### src/rtl/seq_chunk_multiplier_pkg.sv
// Shared types and sizing helpers for the digit-serial multiplier.
package mult_pkg;

    typedef enum logic [1:0] {
        IDLE,
        CALC,
        DONE
    } state_t;

    function automatic int digit_count(input int width, input int chunk);
        return width / chunk;
    endfunction

    // Counter width for digit indices; a single-digit operand still needs one bit.
    function automatic int index_width(input int width, input int chunk);
        int d;
        d = width / chunk;
        return (d > 1) ? $clog2(d) : 1;
    endfunction

endpackage

### src/rtl/seq_chunk_multiplier_if.sv
// Request/response bundle between a multiplier client and the multiplier.
interface seq_chunk_multiplier_if #(
    parameter int WIDTH = 8
);
    logic               start;
    logic               accumulate;
    logic [WIDTH-1:0]   A;
    logic [WIDTH-1:0]   B;
    logic               busy;
    logic               done;
    logic [2*WIDTH-1:0] res;

    modport master (output start, accumulate, A, B, input busy, done, res);
    modport slave  (input start, accumulate, A, B, output busy, done, res);
endinterface

### src/rtl/seq_chunk_mult_ctrl.sv
// Controller: IDLE/CALC/DONE sequencing and the i (outer) / j (inner) digit counters.
module seq_chunk_mult_ctrl
    import mult_pkg::*;
#(
    parameter int D  = 4,
    parameter int IW = 2
) (
    input  logic          clk,
    input  logic          rst,
    input  logic          start,
    input  logic          accumulate,
    output logic [IW-1:0] i_sel,
    output logic [IW-1:0] j_sel,
    output logic          load_ops,
    output logic          clear_res,
    output logic          ld_res,
    output logic          busy,
    output logic          done
);

    localparam logic [IW-1:0] LAST = IW'(D - 1);

    state_t state;

    // Acceptance must act on the same edge that leaves IDLE, so it is decoded, not registered.
    assign load_ops  = (state == IDLE) && start;
    assign clear_res = load_ops && !accumulate;

    // NOTE: sequential state uses non-blocking assignments so every register sees pre-edge values.
    always_ff @(posedge clk) begin
        if (!rst) begin
            state  <= IDLE;
            i_sel  <= '0;
            j_sel  <= '0;
            ld_res <= 1'b0;
            busy   <= 1'b0;
            done   <= 1'b0;
        end else begin
            case (state)
                IDLE: begin
                    done <= 1'b0;
                    if (start) begin
                        state  <= CALC;
                        i_sel  <= '0;
                        j_sel  <= '0;
                        ld_res <= 1'b1;
                        busy   <= 1'b1;
                    end
                end
                CALC: begin
                    if (j_sel == LAST) begin
                        j_sel <= '0;
                        if (i_sel == LAST) begin
                            i_sel  <= '0;
                            state  <= DONE;
                            ld_res <= 1'b0;
                            done   <= 1'b1;
                        end else begin
                            i_sel <= i_sel + 1'b1;
                        end
                    end else begin
                        j_sel <= j_sel + 1'b1;
                    end
                end
                DONE: begin
                    state <= IDLE;
                    busy  <= 1'b0;
                    done  <= 1'b0;
                end
                default: begin
                    state  <= IDLE;
                    ld_res <= 1'b0;
                    busy   <= 1'b0;
                    done   <= 1'b0;
                end
            endcase
        end
    end

endmodule

### src/rtl/seq_chunk_multiplier.sv
// Sequential multiplier: one CHUNKxCHUNK partial product per cycle, shifted and summed into res.
module seq_chunk_multiplier
    import mult_pkg::*;
#(
    parameter int WIDTH = 8,
    parameter int CHUNK = 2
) (
    input  logic                  clk,
    input  logic                  rst,
    seq_chunk_multiplier_if.slave bus
);

    localparam int D  = digit_count(WIDTH, CHUNK);
    localparam int IW = index_width(WIDTH, CHUNK);

    logic [IW-1:0]      i_sel;
    logic [IW-1:0]      j_sel;
    logic               load_ops;
    logic               clear_res;
    logic               ld_res;
    logic               busy;
    logic               done;

    logic [WIDTH-1:0]   a_reg;
    logic [WIDTH-1:0]   b_reg;
    logic [CHUNK-1:0]   a_dig;
    logic [CHUNK-1:0]   b_dig;
    logic [2*CHUNK-1:0] pp;
    logic [2*WIDTH-1:0] pp_shifted;
    logic [2*WIDTH-1:0] res_q;

    seq_chunk_mult_ctrl #(
        .D  (D),
        .IW (IW)
    ) u_ctrl (
        .clk        (clk),
        .rst        (rst),
        .start      (bus.start),
        .accumulate (bus.accumulate),
        .i_sel      (i_sel),
        .j_sel      (j_sel),
        .load_ops   (load_ops),
        .clear_res  (clear_res),
        .ld_res     (ld_res),
        .busy       (busy),
        .done       (done)
    );

    // Digit select by shifting keeps the index in range even for a single-digit operand.
    assign a_dig      = CHUNK'(a_reg >> (int'(i_sel) * CHUNK));
    assign b_dig      = CHUNK'(b_reg >> (int'(j_sel) * CHUNK));
    assign pp         = (2*CHUNK)'(a_dig) * (2*CHUNK)'(b_dig);
    assign pp_shifted = (2*WIDTH)'(pp) << ((int'(i_sel) + int'(j_sel)) * CHUNK);

    always_ff @(posedge clk) begin
        if (!rst) begin
            a_reg <= '0;
            b_reg <= '0;
            res_q <= '0;
        end else if (load_ops) begin
            a_reg <= bus.A;
            b_reg <= bus.B;
            if (clear_res) begin
                res_q <= '0;
            end
        end else if (ld_res) begin
            // Accumulation wraps modulo 2^(2*WIDTH); the carry out is intentionally dropped.
            res_q <= res_q + pp_shifted;
        end
    end

    assign bus.busy = busy;
    assign bus.done = done;
    assign bus.res  = res_q;

endmodule

### src/flat_wrapper.sv
// flat-port wrapper written by rule: the top's interface ports become plain ports
module seq_chunk_multiplier_flat import mult_pkg::*;
#(
    parameter int WIDTH = 8,
    parameter int CHUNK = 2
)
  (clk, rst, bus_start, bus_accumulate, bus_A, bus_B, bus_busy, bus_done, bus_res);
  seq_chunk_multiplier_if #(.WIDTH(WIDTH)) bus_i ();
  input  logic clk;
  input  logic rst;
  input wire logic [$bits(bus_i.start)-1:0] bus_start;
  input wire logic [$bits(bus_i.accumulate)-1:0] bus_accumulate;
  input wire logic [$bits(bus_i.A)-1:0] bus_A;
  input wire logic [$bits(bus_i.B)-1:0] bus_B;
  output wire logic [$bits(bus_i.busy)-1:0] bus_busy;
  output wire logic [$bits(bus_i.done)-1:0] bus_done;
  output wire logic [$bits(bus_i.res)-1:0] bus_res;
  assign bus_i.start = bus_start;
  assign bus_i.accumulate = bus_accumulate;
  assign bus_i.A = bus_A;
  assign bus_i.B = bus_B;
  assign bus_busy = bus_i.busy;
  assign bus_done = bus_i.done;
  assign bus_res = bus_i.res;
  seq_chunk_multiplier #(.WIDTH(WIDTH), .CHUNK(CHUNK)) u_core (.clk(clk), .rst(rst), .bus(bus_i));
endmodule
### config.mk
export PLATFORM = sky130hd
export DESIGN_NAME = seq_chunk_multiplier_flat
export DESIGN_NICKNAME = d
export VERILOG_FILES = /design/src/rtl/seq_chunk_multiplier_pkg.sv /design/src/rtl/seq_chunk_multiplier_if.sv /design/src/rtl/seq_chunk_mult_ctrl.sv /design/src/rtl/seq_chunk_multiplier.sv /design/src/flat_wrapper.sv
export SDC_FILE = /design/constraint.sdc
export NUM_CORES = 1
export LEC_CHECK = 0
export CORE_AREA = 5 5 93 95
export DETAILED_ROUTE_END_ITERATION = 16
export DIE_AREA = 0 0 98 100
export PLACE_DENSITY = 0.61
export RECOVER_POWER = 25
export SLEW_MARGIN = 20
export SYNTH_ARGS = -nofsm -noshare
export SYNTH_HDL_FRONTEND = slang
export SYNTH_SLANG_ARGS = --single-unit
### constraint.sdc
create_clock -name clk -period 4.5 [get_ports clk]
set_clock_uncertainty 0.15 [all_clocks]
set_input_delay 1.125 -clock clk [delete_from_list [all_inputs] [get_ports clk]]
set_output_delay 1.125 -clock clk [all_outputs]
set_load 0.01 [all_outputs]
==> results.sh <==
export IMPL_status="finished clean"
export IMPL_drc=0
export IMPL_power_switching_uw=193
export IMPL_cts_buffers=5
export IMPL_hold_viol_final=0
export IMPL_cts_repair_resized=0
export IMPL_io_pins=38
export IMPL_chipWidth_um=98
export IMPL_gr_usage_all_layers_pct=12.9
export IMPL_drive_gt1_share_pct=6.44
export IMPL_grt_pass1_vias=2343
export IMPL_yosysSeqAreaShare_pct=31.4
export IMPL_yosysWarnings=0
export IMPL_largest_register_ffs=16
export IMPL_p_int_uw=584
export IMPL_firstDrtPassIters=4
export IMPL_synth_edff_count=0
export IMPL_vdd_drop_max_mv=0.101
export IMPL_die_area_um2=9800
export IMPL_nets=398
export IMPL_period_minus_slack_ps=4180
export IMPL_synth_area_um2=2620
export IMPL_cts_sinks=41
export IMPL_start_kind="flip-flop"
export IMPL_total_leakage_power_uw=0.00123
export IMPL_hold_path_class="reg -> reg"
export IMPL_dp_hpwl_um=4700
export IMPL_synth_top_area_share_pct=31.4
export IMPL_synth_cells=319
export IMPL_path_max_fanout=6
export IMPL_setup_tns_final_ps=0
export IMPL_gp_congestion=0.855
export IMPL_drt_iter0_drc=94
export IMPL_synth_cell_types=50
export IMPL_syn_to_final_growth_pct=22.6
export IMPL_p_per_area_nw_per_um2=242
export IMPL_overflow=0
export IMPL_synth_nets=361
export IMPL_rr_startpoint="u_core.u_ctrl.i_sel[0]"
export IMPL_arrival_ps=4230
export IMPL_max_cap_violations=0
export IMPL_grt_max_degree=35
export IMPL_timing_fmax_mhz=239
export IMPL_ff2ff_setup_slack_ps=320
export IMPL_criticalPathCategory="reg -> reg"
export IMPL_synthFlopType="dfxtp_1"
export IMPL_worst_pin_slew_ps=1190
export IMPL_final_max_slew_violation_count=0
export IMPL_min_from="u_core.b_reg[1]"
export IMPL_layout_cells_non_filler=459
export IMPL_whs_endpoint="u_core.b_reg[1]"
export IMPL_clkPwrFrac_pct=39.4
export IMPL_path_clk_slew_ps=90
export IMPL_cts_root_buf="clkbuf_8"
export IMPL_n_fill_cell=791
export IMPL_n_antenna_cell=0
export IMPL_p_sw_share_pct=24.8
export IMPL_max_slew_margin_pct=20.8
export IMPL_dp_cells=451
export IMPL_crit_required_ps=4550
export IMPL_grt_pass1_wl_um=10500
export IMPL_htree_levels=2
export IMPL_vias=2306
export IMPL_holdBufCountCts=0
export IMPL_rsz0062_at_grt="false"
export IMPL_power_frac_comb_pct=11.2
export IMPL_final_cell_mix="57 x nand2_1, 41 x dfxtp_1, 36 x clkdlybuf4s50_1, 23 x nor2_1, 20 x ha_1"
export IMPL_viasPerCell=5.02
export IMPL_ys_ff_latch=41
export IMPL_wl_um=6180
export IMPL_seqPwrFrac_pct=49.4
export IMPL_r2r_end="u_core.bus.res[8]"
export IMPL_post_cts_buffers=0
export IMPL_wl_per_cell_um=13.5
export IMPL_syn_area_per_cell_um2=8.21
export IMPL_die_h_um=100
export IMPL_rr_worst_depth=15
export IMPL_final_common_cell="nand2_1"
export IMPL_port_buffers=37
export IMPL_endpoint_kind="flip-flop"
export IMPL_start_util_pct=34.2
export IMPL_core_um2=7650
export IMPL_async_flop_share_pct=0
export IMPL_setup_viol=0
export IMPL_cts_path_max_buffers=2
export IMPL_yosysTopAreaCell="dfxtp_1"
export IMPL_rows=32
export IMPL_holdPathStages=2
export IMPL_clkLatencyLatePin_ps=300
export IMPL_antenna_found_initial=0
export IMPL_finalCritPeriodShare_pct=92.9
export IMPL_yosys_top_cells_area="dfxtp_1 31%, ha_1 9.6%, nand2_1 8.2%"
export IMPL_antenna_left=0
export IMPL_cts_tree="done"
[worst max-delay path, cell delays in order (launching register included)]
cell	delay (ps)
dfxtp_1	460
mux4_2	570
and2_1	160
ha_1	190
ha_1	300
nor2b_1	140
a31oi_1	340
nor2_1	90
ha_1	330
nand2b_1	130
a21oi_1	130
o21a_1	210
o21ai_2	210
a21boi_1	120
or3_1	320
a32o_1	250
[synth_stat cells, types with 4 or more instances]
cell type   n
nand2b_1    8
nand2_1    57
clkbuf_1    7
xor2_1      8
a21boi_1   12
a21boi_0    8
nand3_1     4
o21ai_1     9
inv_1      10
a21oi_1    17
nor2_1     23
a32oi_1     4
mux4_2      4
nor2b_1    16
o21ai_0     4
dfxtp_1    41
nor3_1      7
and2_1      6
a31oi_1     4
a21o_1      4
ha_1       20
[power groups by stage]
stage               logic [uW]  registers, uW  clock network (uW)
CTS                       89.4            384                 316
floorplan                 54.5            390                   0
finish                    87.3            384                 306
global route              97.5            386                 326
global placement          88.4            392                   0
detailed placement        89.3            393                   0
[worst max-delay path by stage]
stage	startpoint	endpoint	slack, ps	cells past startpoint
CTS	u_core.u_ctrl.j_sel[0]	u_core.bus.res[8]	330	15
finish	u_core.u_ctrl.i_sel[0]	u_core.bus.res[8]	320	15
detailed placement	u_core.u_ctrl.j_sel[0]	u_core.bus.res[8]	380	15
global placement	u_core.u_ctrl.j_sel[0]	u_core.bus.res[15]	430	15
floorplan	u_core.u_ctrl.j_sel[0]	u_core.bus.res[15]	760	15
global route	u_core.u_ctrl.j_sel[0]	u_core.bus.res[8]	40	15
[logic make-up (layout without fill, tap and decap cells)]
family | count (synthesis) | after routing | share of synthesized area (%)
AND/OR/NAND/NOR | 135 | 135 | 25.2
AO/OA/AOI/OAI | 86 | 86 | 22.6
flip-flops | 41 | 41 | 31.4
adder cells (fa/ha/maj) | 22 | 22 | 11.1
buffers and inverters | 22 | 60 | 3.25
XOR/XNOR | 8 | 8 | 2.68
multiplexers | 5 | 5 | 3.82
[metrics by stage]
step	instance area [um^2]	util [%]	hold WS [ps]	setup WS [ps]	total power, uW
2_1_floorplan	2620	-	282	757	444
3_3_place_gp	3100	40.6	299	429	481
3_5_place_dp	3100	40.6	295	377	482
4_1_cts	3210	42.0	307	329	790
5_1_grt	3210	42.0	335	38.3	810
6_report	3210	42.0	306	321	777
[layer usage]
metal / GRT usage, % / wire, um
met1: 15.3 / 2810
met2: 23.5 / 2980
met3: 2.29 / 263
met4: 4.26 / 125
met5: 0 / 0
[layout make-up]
cell class / count / area [um^2] / area share (%)
Clock buffer: 6 / 72.6 / 2.26
Clock inverter: 2 / 38.8 / 1.21
Inverter: 11 / 41.3 / 1.29
Multi-Input combinational cell: 256 / 1710 / 53.3
Sequential cell: 41 / 821 / 25.6
Tap cell: 102 / 128 / 3.98
Timing Repair Buffer: 41 / 397 / 12.4
Note: power is estimated with default switching activity, not from simulation.
